File: src/rtl/arb_pkg.sv
// ---------------------------------------------------------------------------
// arb_pkg
// Shared definitions for the four-requester resource arbiter.
//   N_REQ  : number of requesters
//   ID_W   : width of a requester index
//   state_t: arbiter FSM states
//   rotate : reorders a request vector for round-robin arbitration
// ---------------------------------------------------------------------------
package arb_pkg;

    localparam int N_REQ = 4;
    localparam int ID_W  = 2;

    typedef enum logic {
        IDLE = 1'b0,
        BUSY = 1'b1
    } state_t;

    // Position j of the result holds request (last + j) mod N_REQ, so request
    // (last - 1) mod N_REQ lands at the top position and the last owner at
    // the bottom. A highest-bit-wins picker on this vector then searches
    // downward from (last - 1) and reaches the last owner only at the end.
    function automatic logic [N_REQ-1:0] rotate(input logic [N_REQ-1:0] vec,
                                                input logic [ID_W-1:0]  last);
        logic [N_REQ-1:0] rot;
        logic [ID_W-1:0]  src;
        rot = '0;
        for (int j = 0; j < N_REQ; j++) begin
            src    = ID_W'(j) + last;
            rot[j] = vec[src];
        end
        return rot;
    endfunction

endpackage

File: src/rtl/arb_pick_4.sv
// ---------------------------------------------------------------------------
// arb_pick_4
// Combinational four-input priority picker; the highest set bit wins.
//   vec : candidate request vector
//   idx : index of the winning bit (0 when nothing is set)
//   hit : at least one bit of vec is set
// ---------------------------------------------------------------------------
module arb_pick_4
    import arb_pkg::*;
(
    input  logic [N_REQ-1:0] vec,
    output logic [ID_W-1:0]  idx,
    output logic             hit
);

    always_comb begin
        idx = '0;
        hit = |vec;
        if (vec[3]) begin
            idx = 2'd3;
        end else if (vec[2]) begin
            idx = 2'd2;
        end else if (vec[1]) begin
            idx = 2'd1;
        end
    end

endmodule

File: src/rtl/resource_arbiter.sv
// ---------------------------------------------------------------------------
// resource_arbiter
// Shares one downstream resource among four requesters with a grant/release
// handshake. Fixed-priority or round-robin selection, grant held until the
// owner releases or withdraws, with an optional maximum hold time.
//   clk       : clock, rising edge
//   rst       : synchronous active-high reset
//   rr_en     : 0 = fixed priority, 1 = round-robin (sampled when arbitrating)
//   req       : request vector, bit i is requester i
//   rel       : current owner has finished ("release" is a reserved word)
//   gnt       : registered one-hot grant, zero when idle
//   gnt_id    : index of current owner, meaningful while gnt_valid is high
//   gnt_valid : any grant asserted
//   timeout   : one-cycle pulse when a grant is forcibly revoked
// ---------------------------------------------------------------------------
module resource_arbiter
    import arb_pkg::*;
#(
    parameter int HOLD_MAX = 15,
    parameter int CNT_W    = 4
) (
    input  logic             clk,
    input  logic             rst,
    input  logic             rr_en,
    input  logic [N_REQ-1:0] req,
    input  logic             rel,
    output logic [N_REQ-1:0] gnt,
    output logic [ID_W-1:0]  gnt_id,
    output logic             gnt_valid,
    output logic             timeout
);

    localparam logic [CNT_W-1:0] HOLD_LIM = CNT_W'(HOLD_MAX);
    localparam bit               HOLD_ON  = (HOLD_MAX != 0);

    state_t           state, state_n;
    logic [ID_W-1:0]  last_id, last_id_n;
    logic [ID_W-1:0]  gnt_id_n;
    logic [N_REQ-1:0] gnt_n;
    logic [CNT_W-1:0] cnt, cnt_n;
    logic             timeout_n;

    logic [N_REQ-1:0] pick_vec;
    logic [ID_W-1:0]  pick_idx;
    logic             pick_hit;
    logic [ID_W-1:0]  winner;
    logic             end_grant;
    logic             hold_expired;

    // In round-robin mode the picker sees the rotated vector; adding last_id
    // back maps the rotated position to the real requester index.
    assign pick_vec = rr_en ? rotate(req, last_id) : req;
    assign winner   = rr_en ? pick_idx + last_id : pick_idx;

    arb_pick_4 u_pick (
        .vec (pick_vec),
        .idx (pick_idx),
        .hit (pick_hit)
    );

    // A normal end of grant always wins over the hold limit, so a release in
    // the final allowed cycle never raises timeout.
    assign end_grant    = rel | ~req[gnt_id];
    assign hold_expired = HOLD_ON && (cnt == HOLD_LIM) && !end_grant;

    // State and all outputs are registered so nothing passes combinationally
    // from inputs to outputs.
    always_ff @(posedge clk) begin
        if (rst) begin
            state   <= IDLE;
            gnt     <= '0;
            gnt_id  <= '0;
            last_id <= '0;
            cnt     <= '0;
            timeout <= 1'b0;
        end else begin
            state   <= state_n;
            gnt     <= gnt_n;
            gnt_id  <= gnt_id_n;
            last_id <= last_id_n;
            cnt     <= cnt_n;
            timeout <= timeout_n;
        end
    end

    // Next-state: any request starts a grant; a grant ends on release,
    // withdrawal or an expired hold, always passing through IDLE.
    always_comb begin
        state_n = state;
        case (state)
            IDLE:    if (pick_hit) state_n = BUSY;
            BUSY:    if (end_grant || hold_expired) state_n = IDLE;
            default: state_n = IDLE;
        endcase
    end

    // Next values of the registered outputs. Non-owner requests are not
    // looked at during BUSY, so there is no preemption.
    always_comb begin
        gnt_n     = gnt;
        gnt_id_n  = gnt_id;
        last_id_n = last_id;
        cnt_n     = cnt;
        timeout_n = 1'b0;
        case (state)
            IDLE: begin
                gnt_n = '0;
                if (pick_hit) begin
                    gnt_n     = N_REQ'(1) << winner;
                    gnt_id_n  = winner;
                    last_id_n = winner;
                    cnt_n     = CNT_W'(1);
                end
            end
            BUSY: begin
                if (end_grant || hold_expired) begin
                    gnt_n     = '0;
                    cnt_n     = '0;
                    timeout_n = hold_expired;
                end else if (cnt != '1) begin
                    cnt_n = cnt + 1'b1;
                end
            end
            default: begin
                gnt_n = '0;
            end
        endcase
    end

    assign gnt_valid = |gnt;

endmodule

File: config.mk
export PLATFORM = sky130hd
export DESIGN_NAME = resource_arbiter
export DESIGN_NICKNAME = d
export VERILOG_FILES = /design/src/rtl/arb_pkg.sv /design/src/rtl/arb_pick_4.sv /design/src/rtl/resource_arbiter.sv
export SDC_FILE = /design/constraint.sdc
export NUM_CORES = 1
export LEC_CHECK = 0
export ABC_AREA = 1
export BUFFER_PORTS_ARGS = -buffer_cell sky130_fd_sc_hd__clkbuf_2
export CORE_MARGIN = 2
export CORE_UTILIZATION = 45
export CTS_BUF_LIST = sky130_fd_sc_hd__clkbuf_8
export CTS_CLUSTER_SIZE = 12
export DETAILED_ROUTE_END_ITERATION = 6
export GPL_TIMING_DRIVEN = 0
export PLACE_DENSITY_LB_ADDON = 0.3
export SYNTH_ARGS = -nofsm -noshare
export SYNTH_HDL_FRONTEND = slang
export SYNTH_SLANG_ARGS = --single-unit
File: constraint.sdc
create_clock -name clk -period 5.3 [get_ports clk]
set_clock_uncertainty 0.1 [all_clocks]
set_input_delay 0.53 -clock clk [delete_from_list [all_inputs] [get_ports clk]]
set_output_delay 0.53 -clock clk [all_outputs]
set_load 0.02 [all_outputs]
# Yosys cells after proc, flatten, opt, wreduce, memory -nomap -nowiden

Cells that the tools add are included.

Flip-flop bits (word level): 12
Bits in latches: 0
Bits in writable memories: 0
ROM bits: 0
Word-level logic and storage cells: 55
Memories kept: 0

$add $sub $neg: 5
Multipliers: 0
Divide/modulo/power cells: 0
$lt $le $gt $ge: 4
Equal/unequal tests: 5
Shifts and indexed selects: 1
Multiplexer cells: 23
Bitwise gates (word level): 4
Reductions and logical operators: 8

Operators by type and width:

| kind                | number |
|---|---|
| $mux 4              | 6 |
| $pmux 4 s2          | 2 |
| $lt 2x3->1 const B  | 4 |
| $bmux 1 s2          | 4 |
| $reduce_or 4->1     | 2 |
| $mux 1              | 7 |
| $mux 2              | 3 |
| $add 2x2->2 const A | 2 |
| $add 4x1->4 const B | 1 |
| $eq 4x4->1 const B  | 1 |
| $ne 4x4->1 const B  | 1 |
| $reduce_and 2->1    | 2 |
| $shl 1x2->4 const A | 1 |
| $ne 3x1->1 const B  | 1 |
| $not 1->1           | 3 |
| $reduce_or 3->1     | 1 |
| $add 1x2->2 const A | 1 |
| $add 2x2->2         | 1 |
| $ne 2x1->1 const B  | 1 |
| $ne 2x2->1 const B  | 1 |
| $pmux 1 s2          | 1 |
| $logic_and 1x1->1   | 1 |
| $logic_not 1->1     | 1 |
| $logic_or 1x1->1    | 1 |
| $or 1x1->1          | 1 |

# Longest topological paths before layout

Gate-level depths: netlist of run 1.

Depth in word-level cells: 12
Gate-level depth with buffers: 20

# Modules after synthesis

Synthesis of run 1 repeated with hierarchy kept, for this count alone.

Cell total of the unflattened synthesis: 122
Area, all modules: 854.6 µm²

By module, submodules not included:

| module           | times used | cells an instance | area an instance (µm²) | sequential area each (µm²) |
|---|---|---|---|---|
| resource_arbiter | 1          | 114               | 822.0                  | 240.2 |
| arb_pick_4       | 1          | 8                 | 32.5                   | 0.0 |

# Least setup slack after synthesis of run 1

Ideal clock, no wire load.

Kind: input to register
Start: input port rr_en
End: register last_id[0]
Library setup time: 131 ps
Arrival: 1944 ps
Required time: 5069 ps
Slack: 3125 ps
Stages on the path: 12
Buffers on the path: 1
Cell sequence: buf_2 > inv_1 > nand2_1 > nand2_2 > nand2_2 > nand2_1 > ha_1 > or2_2 > nand2_2 > nor2_4 > a21oi_1 > nor2_1

Word-level cells in the longest chain between the ends: 6

Ends and longest elaborated chain:

| item                 | line                   | RTL |
|---|---|---|
| start, declared      | resource_arbiter.sv:24 | `input logic rr_en,` |
| $mux 4               | resource_arbiter.sv:52 | `assign pick_vec = rr_en ? rotate(req, last_id) : req;` |
| $mux 1               | arb_pick_4.sv:23       | `end else if (vec[1]) begin` |
| $mux 2               | arb_pick_4.sv:21       | `end else if (vec[2]) begin` |
| $mux 2               | arb_pick_4.sv:19       | `if (vec[3]) begin` |
| $add 2x2->2          | resource_arbiter.sv:53 | `assign winner = rr_en ? pick_idx + last_id : pick_idx;` |
| $mux 2               | resource_arbiter.sv:53 |  |
| end signal, assigned | resource_arbiter.sv:80 | `last_id <= last_id_n;` |
| end, declared        | resource_arbiter.sv:37 | `logic [ID_W-1:0] last_id, last_id_n;` |

Parallel ways exist; a longest one is shown, timed or not.
A chain may end at the register's enable or synchronous reset.

# Final worst setup path of run 1

Start: register last_id[0]
End: register gnt[0]

Word-level cells in the longest chain between the ends: 12

Ends and longest elaborated chain:

| item                         | line                    | RTL |
|---|---|---|
| $add 1x2->2                  | arb_pkg.sv:29           | `src = ID_W'(j) + last;` |
| $bmux 1 s2                   | arb_pkg.sv:30           | `rot[j] = vec[src];` |
| $mux 1 (implied by the code) | arb_pkg.sv:30           |  |
| $mux 4                       | resource_arbiter.sv:52  |  |
| $mux 1                       | arb_pick_4.sv:23        |  |
| $mux 2                       | arb_pick_4.sv:21        |  |
| $mux 2                       | arb_pick_4.sv:19        |  |
| $add 2x2->2                  | resource_arbiter.sv:53  |  |
| $mux 2                       | resource_arbiter.sv:53  |  |
| $shl 1x2->4                  | resource_arbiter.sv:109 | `gnt_n = N_REQ'(1) << winner;` |
| $mux 4                       | resource_arbiter.sv:108 | `if (pick_hit) begin` |
| $pmux 4 s2                   | resource_arbiter.sv:105 | `case (state)` |
| end signal, assigned         | resource_arbiter.sv:78  | `gnt <= gnt_n;` |
| end, declared                | resource_arbiter.sv:27  | `output logic [N_REQ-1:0] gnt,` |

Parallel ways exist; a longest one is shown, timed or not. The select of a mux whose other input is x is not followed.

==> results of run 1 <==
==> worst max-delay path, cell delays in order, from the launching register on <==
cell and delay [ns]:
dfxtp_1 0.36, buf_6 0.17, inv_6 0.06, nand2_2 0.06, nand3_1 0.10, nand3_2 0.10, nand2_2 0.08, nand2_2 0.09
nand2_1 0.05, ha_1 0.18, nand2_1 0.06, nand2_1 0.04, nor2_1 0.14, inv_1 0.07, nand3_2 0.08, nand2_2 0.07
nand3_1 0.07, nor2_1 0.04, nor2_1 0.08, nor2_1 0.04
==> power by group through the flow <==
| stage | combinational [mW] | sequential, mW | clock, mW |
|---|---|---|---|
| 3_5_place_dp | 0.205 | 0.113 | 0 |
| 2_1_floorplan | 0.158 | 0.122 | 0 |
| 5_1_grt | 0.230 | 0.113 | 0.107 |
| 3_3_place_gp | 0.203 | 0.112 | 0 |
| 6_report | 0.204 | 0.111 | 0.0999 |
| 4_1_cts | 0.206 | 0.111 | 0.102 |
==> stage by stage <==
stage	hold WS [ns]	setup slack (ns)	power, mW	utilization (%)	cells
floorplan	0.349	3.12	0.280	-	150
global placement	0.368	2.95	0.315	53.5	190
detailed placement	0.379	2.94	0.317	53.5	190
CTS	0.386	3.09	0.419	56.3	194
global route	0.416	2.86	0.450	56.3	194
finish	0.376	3.11	0.415	56.3	194
==> layer usage <==
layer	wire length (microns)	vias up	share of wire, %	GRT usage [%]
li1	-	506	-	-
met2	849	19	45	26.5
met4	27	0	1.4	6.02
met5	0	-	0	0
met1	910	411	48	21.4
met3	102	5	5.4	4.76
==> cell type report <==
type | count | area, sq um
multi-input combinational | 119 | 627
tap | 27 | 33.8
inverter | 15 | 63.8
buffer | 4 | 31.3
fill | 195 | 866
sequential | 12 | 240
clock buffer | 4 | 55.1
timing repair buffer | 13 | 65.1
==> final timing paths <==
path	start	endpoint	slack (ns)
max reg2reg	last_id[0]$_SDFFE_PP0P_	gnt[0]$_SDFFE_PP0P_	3.11
min reg2reg	cnt[1]$_SDFFE_PP0P_	cnt[1]$_SDFFE_PP0P_	0.38
min	cnt[1]$_SDFFE_PP0P_	cnt[1]$_SDFFE_PP0P_	0.38
max	last_id[0]$_SDFFE_PP0P_	gnt[0]$_SDFFE_PP0P_	3.11
==> flip-flops by register name, indices dropped and copies added (netlist names) <==
| name | flops |
|---|---|
| last_id | 2 |
| cnt | 4 |
| state | 1 |
| timeout | 1 |
| gnt | 4 |
==> synth_stat cells, types with 2 or more instances <==
| library cell | number | area share, % |
|---|---|---|
| nand2_1 | 51 | 20 |
| nand2_2 | 16 | 10 |
| nor2_1 | 13 | 5.1 |
| dfxtp_1 | 12 | 25 |
| inv_1 | 11 | 4.3 |
| a21oi_1 | 7 | 3.6 |
| nand3_1 | 7 | 3.6 |
| nand3_2 | 5 | 5.2 |
| a21oi_2 | 3 | 2.7 |
| buf_6 | 2 | 2.3 |
| ha_1 | 2 | 2.6 |
| inv_2 | 2 | 0.78 |
| nand2_4 | 2 | 2.3 |
| nand4_1 | 2 | 1.3 |
| nor2_4 | 2 | 2.3 |
| o21ai_0 | 2 | 1.0 |
==> kinds of logic after synthesis <==
logic type	after synthesis
flip-flops	12
buffers and inverters	19
adder cells (fa/ha/maj)	2
AND/OR/NAND/NOR	103
AO/OA/AOI/OAI	14
==> flow_summary.toml, run 1 <==
[status]
run_status = "finished clean"

[worst_setup_path]
critical_path_arrival_ns = 2.20
crit_required_ns = 5.31
rr_worst_depth = 19
worst-setup-path-type = "flip-flop to flip-flop"
cp-end-kind = "flip-flop"
cp_max_fo = 10
worstSetupStartpointType = "flip-flop"

[global_route]
grt_pass1_wl_microns = 3290
grt_max_degree = 11
grt-ovfl-total = 0
grt_pass1_vias = 822
grt_use_total_pct = 16.7
antenna_found_initial = 0

[cts]
cts.path.max_buffers = 2
htreeDepth = 1
cts-resized-gates = 0
postCtsSetupBuffers = 0
cts-root-buf = "clkbuf_8"
clkTransAtPathRegs_ns = 0.05
clock_sinks = 12
cts_tree = "yes"
cts_hold_buf = 0
cts_buffers = 3
clkLatencyLatePin_ns = 0.24

[synthesis]
synth_edf_count = 0
synth_warnings = 0
syn_area_sq_um = 962
yosysSeqAreaShare_pct = 25.0
avgSynthCellArea_sq_um = 6.41
ys.flop_type = "dfxtp_1"
synth-compound-area-share_pct = 8.58
syn-instance-count = 150
synth_cell_types = 27
synth_seq_cells = 12
synth_top_family_by_area = "simple AND/OR/NAND/NOR gates"
synthSimpleGateAreaFrac_pct = 54.0
yosys.area_share.xor_xnor_pct = 0
synth_mux_area_share_pct = 0
synth_fa_ha_area_share_pct = 2.60
synth-async-reset-ratio_pct = 0
synth_nets = 160

[power]
combPwrFrac_pct = 49.2
clkPwrFrac_pct = 24.1
p_leak_nw = 0.543
sw_frac_of_total_pct = 41.9
internal-power_mw = 0.241
powerDensity_mw_per_mm2 = 372
pwr-share-seq_pct = 26.7
ir_drop_uv = 248
p_sw_mw = 0.174

[floorplan]
design.core.area_sq_mm = 0.00198
start_util_pct = 48.5
row_count = 16
die_area_sq_mm = 0.00252
fp.dieW_microns = 50.2
io-pin-count = 16
die_h_microns = 50.2

[routing]
drt_iter0_markers = 10
ant_nets = 0
drc = 0
post_drt_wl_per_cell_microns = 9.74
vias_per_cell = 4.85
wl_microns = 1890
drt_pre_antenna_iters = 4
dr_total_vias = 941

[worst_hold_path]
hold_depth = 2
hold_path.class = "flip-flop to flip-flop"

[run]
maxCapViolCount = 0

[place]
place_congestion = 0.919
hpwl_microns = 1520
placed_area_sq_mm = 0.00106
portBuffers = 13

[layout]
final_area_sq_mm = 0.00112
layout_common_cells = "nand2_1, nand2_2, nor2_1, clkbuf_2, dfxtp_1"
antenna_cells = 0
fin_nets = 178
area_delta_synth_final_pct = 16.0
layout-drive-gt1-share_pct = 32.3
final_common_cell = "nand2_1"

[sta]
setup_viol = 0
fin_crit_sh_pct = 41.3
drv_slew = 0
max_freq_mhz = 457
grt_setup_unrepaired = "no"
fin_crit_ns = 2.19
hold_violations = 0
tightestPinTransition_ns = 0.512
slew_headroom_pct = 65.9
tns_ns = 0
(Power assumes the default switching activity.)
==> run 2, diff against run 1 <==
==> constraint.sdc (replaced) <==
create_clock -name clk -period 2 [get_ports clk]
set_clock_uncertainty 0.1 [all_clocks]
set_input_delay 0.2 -clock clk [delete_from_list [all_inputs] [get_ports clk]]
set_output_delay 0.2 -clock clk [all_outputs]
set_load 0.02 [all_outputs]
==> run 2 against run 1 <==
Effect of this change:
- global-route usage rose by 4.5 points
- sequential cell count did not move
- via count grew 11%
- cell area up 22%
- fmax rose by 1.3%
- clock-buffer cell count down 1
- the run now ends with negative setup slack left
- sequential power grew to 2.8 times the previous value
- setup slack lost 3.3 ns
- cell count is 7.2% higher
==> flow_summary.toml, run 2 (synthesis gave the netlist of run 1 again) <==
[routing]
post_drt_wl_per_cell_microns = 12.1
drt_iter0_markers = 22
drc = 0
dr_total_vias = 1045
drt_pre_antenna_iters = 4
wl_microns = 2520
vias_per_cell = 5.02
ant_nets = 0

[cts]
cts.path.max_buffers = 2
cts_hold_buf = 0
cts_tree = "yes"
clkLatencyLatePin_ns = 0.24
clkTransAtPathRegs_ns = 0.05
cts_buffers = 3
cts-root-buf = "clkbuf_8"
clock_sinks = 12
htreeDepth = 1

[floorplan]
start_util_pct = 48.5
fp.dieW_microns = 50.2
row_count = 16
design.core.area_sq_mm = 0.00198
die_h_microns = 50.2
io-pin-count = 16
die_area_sq_mm = 0.00252

[layout]
layout-drive-gt1-share_pct = 50.3
fillCellCount = 161
multi_input_area_sq_um = 741
area_delta_synth_final_pct = 41.5
register_area_sq_um = 245
antenna_cells = 0
layout_common_cells = "nand2_1, nand2_2, clkbuf_2, buf_4, inv_1"
fin_nets = 192
reg_top3 = "cnt: 4 flops, gnt: 4 flops, last_id: 2 flops"
final_common_cell = "nand2_1"

[sta]
max_freq_mhz = 463
tightestPinTransition_ns = 0.507
slew_headroom_pct = 66.2
hold_violations = 0
tns_ns = -1.01
drv_slew = 0
layout_setup_ws_ns = -0.159
fin_crit_sh_pct = 108
setup_viol = 9
grt_setup_unrepaired = "yes"
fin_crit_ns = 2.16

[power]
ir_drop_uv = 553
sw_frac_of_total_pct = 43.6
p_sw_mw = 0.581
p_total_mw = 1.33
clkPwrFrac_pct = 17.0
combPwrFrac_pct = 60.0
internal-power_mw = 0.752
powerDensity_mw_per_mm2 = 979
p_leak_nw = 0.638
pwr-share-seq_pct = 23.0

[worst_setup_path]
cp-end-kind = "flip-flop"
rr_worst_depth = 17
cp_slowest_stage_delay_ns = 0.39
r2r-start = "last_id[0]$_SDFFE_PP0P_"
cp_slowest_cell = "dfxtp_4"
worstSetupStartpointType = "flip-flop"
ff2ff_setup_slack_ns = -0.16
worstReg2RegEnd = "cnt[2]$_SDFFE_PP0P_"
critical_path_arrival_ns = 2.23
crit_path_end = "cnt[2]$_SDFFE_PP0P_"
cpMostUsedCell = "buf_4"
cp-startpoint = "last_id[0]$_SDFFE_PP0P_"
cp_max_fo = 8
path_cells = "buf_8 > clkinv_8 > nand2_4 > nand2_4 > nand2_2 > nand3_2 > buf_4 > buf_4 > buf_4 > buf_4 > buf_4 > buf_4 > nand4_1 > nor2_2 > nand2_1 > a21oi_1 > a21oi_1"
crit_required_ns = 2.08
worst-setup-path-type = "flip-flop to flip-flop"

[status]
violations = "negative setup slack"
run_status = "complete, but fails checks"

[global_route]
grt-ovfl-total = 0
grt_pass1_vias = 1027
grt_use_total_pct = 21.2
grt_max_degree = 11
antenna_found_initial = 0
grt_pass1_wl_microns = 4130

[place]
place_congestion = 0.880
hpwl_microns = 1600
portBuffers = 13

[worst_hold_path]
hold_path.class = "input port to flip-flop"

[run]
maxCapViolCount = 0
## run 2: cell count changes in the layout (fill, tap and decap cells not counted), moves of 2 or more
cell     delta
nand2_1    -12
nor2_1      -4
nand2_4     +7
nand2_2     +5
dfxtp_1     -2
nand3_2     +3
nor2_2      +3
nand3_1     -3
buf_4      +13
## run 2: power groups by stage
stage               Sequential (mW)  Clock (mW)  Combinational, mW
floorplan                     0.328           0              0.437
global placement              0.302           0              0.556
detailed placement            0.304           0              0.567
CTS                           0.306       0.233              0.691
global route                  0.313       0.240              0.873
finish                        0.307       0.227              0.799
## run 2: worst min path at each step
stage	cells after the start	start	endpoint
6_report	4	rel	timeout$_SDFF_PP0_
4_1_cts	4	rel	timeout$_SDFF_PP0_
2_1_floorplan	3	rel	timeout$_SDFF_PP0_
3_5_place_dp	2	cnt[1]$_SDFFE_PP0P_	cnt[1]$_SDFFE_PP0P_
3_3_place_gp	2	cnt[1]$_SDFFE_PP0P_	cnt[1]$_SDFFE_PP0P_
5_1_grt	4	rel	timeout$_SDFF_PP0_
## run 2: area by class of cell
class	instances	area share, %
buffer	4	2.57
clock buffer	3	3.03
clock inverter	1	0.276
inverter	15	5.24
multi-input combinational	119	54.4
sequential	12	18.0
tap	27	2.48
timing repair buffer	27	14.0
## run 2: repair_timing
action / 4_1_cts / 5_1_grt
gates resized for setup: 8 / 22
endpoints found under the hold margin: 0 / 0
cloned: 1 / 0
setup buffers: 10 / 3
endpoints found under the setup margin: 6 / 9
pin swaps: 11 / 7
## run 2: per-stage QoR
stage	worst slack (ns)	instances	area [sq um]	hold slack, ns	utilization, %
2_1_floorplan	0.00191	150	987	0.279	-
3_3_place_gp	-0.0995	190	1090	0.368	54.8
3_5_place_dp	-0.150	190	1090	0.367	54.8
4_1_cts	-0.0894	205	1260	0.165	63.8
5_1_grt	-0.289	208	1360	0.182	68.7
6_report	-0.159	208	1360	0.177	68.7
## run 2: critical path: cells and delay by family (launching register included)
family,cells,cell delay [ns]
compound gates,2,0.16
simple gates,7,0.47
buf+inv,8,0.96
flops,1,0.39
## run 2: metal layers
layer | GRT usage (%) | up-vias | routed length (microns)
met4 | 6.02 | 0 | 26
met1 | 22.1 | 482 | 1030
met3 | 4.76 | 5 | 103
li1 | - | 534 | -
met2 | 41.4 | 24 | 1360
met5 | 0 | - | 0
==> run 3, diff against run 2 <==
==> constraint.sdc (replaced) <==
create_clock -name clk -period 2 [get_ports clk]
set_clock_uncertainty 0.1 [all_clocks]
set_input_delay 0 -clock clk [delete_from_list [all_inputs] [get_ports clk]]
set_output_delay 0 -clock clk [all_outputs]
set_load 0.02 [all_outputs]
==> run 3 against run 2 <==
Effect of this change:
- the run still ends with negative setup slack left
- sequential share of layout area down 0.13 points
- hold slack worse by 0.11 ns
- clock power about the same
- cell count up 0.48%
- largest power group unchanged
- highest routed layer unchanged
==> flow_summary.toml, run 3 (synthesis gave the netlist of run 1 again) <==
[floorplan]
fp.dieW_microns = 50.2
die_h_microns = 50.2
start_util_pct = 48.5
die_area_sq_mm = 0.00252
io-pin-count = 16
row_count = 16
design.core.area_sq_mm = 0.00198

[routing]
wl_microns = 2520
ant_nets = 0
drt_iter0_markers = 22
post_drt_wl_per_cell_microns = 12.1
drc = 0
dr_total_vias = 1049
vias_per_cell = 5.02
drt_pre_antenna_iters = 4

[worst_setup_path]
cp-end-kind = "flip-flop"
cp_max_fo = 8
worst-setup-path-type = "flip-flop to flip-flop"
worstSetupStartpointType = "flip-flop"
critical_path_arrival_ns = 2.23
rr_worst_depth = 17
crit_required_ns = 2.07

[power]
powerDensity_mw_per_mm2 = 973
clkPwrFrac_pct = 17.0
pwr-share-seq_pct = 23.0
combPwrFrac_pct = 60.0
internal-power_mw = 0.753
p_total_mw = 1.33
ir_drop_uv = 553
p_leak_nw = 0.642
p_sw_mw = 0.581
sw_frac_of_total_pct = 43.5

[run]
maxCapViolCount = 0

[global_route]
grt_pass1_vias = 1027
antenna_found_initial = 0
grt_use_total_pct = 21.2
grt-ovfl-total = 0
grt_max_degree = 11
grt_pass1_wl_microns = 4130

[sta]
drv_slew = 0
slew_headroom_pct = 66.2
fin_crit_ns = 2.16
grt_setup_unrepaired = "yes"
fin_crit_sh_pct = 108
tightestPinTransition_ns = 0.507
tns_ns = -1.01
setup_viol = 9
max_freq_mhz = 463
fin_hold_ws_ns = 0.0704
layout_setup_ws_ns = -0.160
hold_violations = 0

[worst_hold_path]
hold_path.class = "input port to flip-flop"
hold_depth = 2

[layout]
antenna_cells = 0
fin_util_pct = 69.2
reg_top3 = "cnt: 4 flops, gnt: 4 flops, last_id: 2 flops"
layout-drive-gt1-share_pct = 50.0
final_common_cell = "nand2_1"
fillCellCount = 160
instances_no_fill = 209
layout_common_cells = "nand2_1, nand2_2, clkbuf_2, buf_4, inv_1"
fin_nets = 193
area_delta_synth_final_pct = 42.5

[place]
dp_cells = 190
place_congestion = 0.880
portBuffers = 13
hpwl_microns = 1600

[status]
violations = "negative setup slack"
run_status = "complete, but fails checks"

[cts]
cts_buffers = 3
clkLatencyLatePin_ns = 0.24
clock_sinks = 12
cts-root-buf = "clkbuf_8"
cts.path.max_buffers = 2
clkTransAtPathRegs_ns = 0.05
cts_tree = "yes"
htreeDepth = 1
==> run 3: changes by cell type in the layout (fill, tap and decap cells not counted) <==
cell and change:
dlygate4sd3_1 +1
==> run 3: layer usage <==
metal | share of wire [%] | GRT usage [%]
met3 | 4.0 | 4.46
met4 | 1.0 | 6.02
met2 | 54 | 41.4
met5 | 0 | 0
met1 | 41 | 22.3
==> run 3: timing repair <==
action | CTS | global route
setup buffers | 10 | 3
pin swaps | 11 | 7
endpoints found under the setup margin | 6 | 9
resized for setup | 8 | 22
hold buffers | 1 | 0
gates cloned | 1 | 0
endpoints found under the hold margin | 2 | 0
==> run 3: through the flow <==
stage,cell area [sq um],setup WS [ns]
floorplan,987,0.00191
global placement,1090,-0.0995
detailed placement,1090,-0.150
CTS,1270,-0.0894
global route,1370,-0.289
finish,1370,-0.160
==> run 3: final cells by class <==
class / count / area (sq um) / area share, %
multi-input cells: 119 / 741 / 54.0
flip-flops and latches: 12 / 245 / 17.9
repair buffers: 28 / 200 / 14.6
inverters: 15 / 71.3 / 5.20
clock buffers: 3 / 41.3 / 3.01
plain buffers: 4 / 35.0 / 2.55
well taps: 27 / 33.8 / 2.46
clock inverters: 1 / 3.75 / 0.274
==> run 3: critical path, cell delays in order, from the launching register on <==
cell	delay (ns)
dfxtp_4	0.39
buf_8	0.14
clkinv_8	0.08
nand2_4	0.07
nand2_4	0.05
nand2_2	0.05
nand3_2	0.09
buf_4	0.15
buf_4	0.12
buf_4	0.12
buf_4	0.12
buf_4	0.12
buf_4	0.11
nand4_1	0.07
nor2_2	0.06
nand2_1	0.08
a21oi_1	0.06
a21oi_1	0.10
==> run 3: power by group through the flow <==
stage,Clock [mW],Combinational [mW],Sequential [mW]
CTS,0.233,0.693,0.306
global placement,0,0.556,0.302
finish,0.227,0.801,0.307
global route,0.240,0.875,0.313
floorplan,0,0.437,0.328
detailed placement,0,0.567,0.304
==> run 3: final timing paths <==
check | slack, ns | start | endpoint
setup / recovery | -0.16 | last_id[0]$_SDFFE_PP0P_ | cnt[2]$_SDFFE_PP0P_
setup reg to reg | -0.16 | last_id[0]$_SDFFE_PP0P_ | cnt[2]$_SDFFE_PP0P_
hold reg to reg | 0.37 | cnt[1]$_SDFFE_PP0P_ | cnt[1]$_SDFFE_PP0P_
hold / removal | 0.07 | rst | last_id[1]$_SDFFE_PP0P_
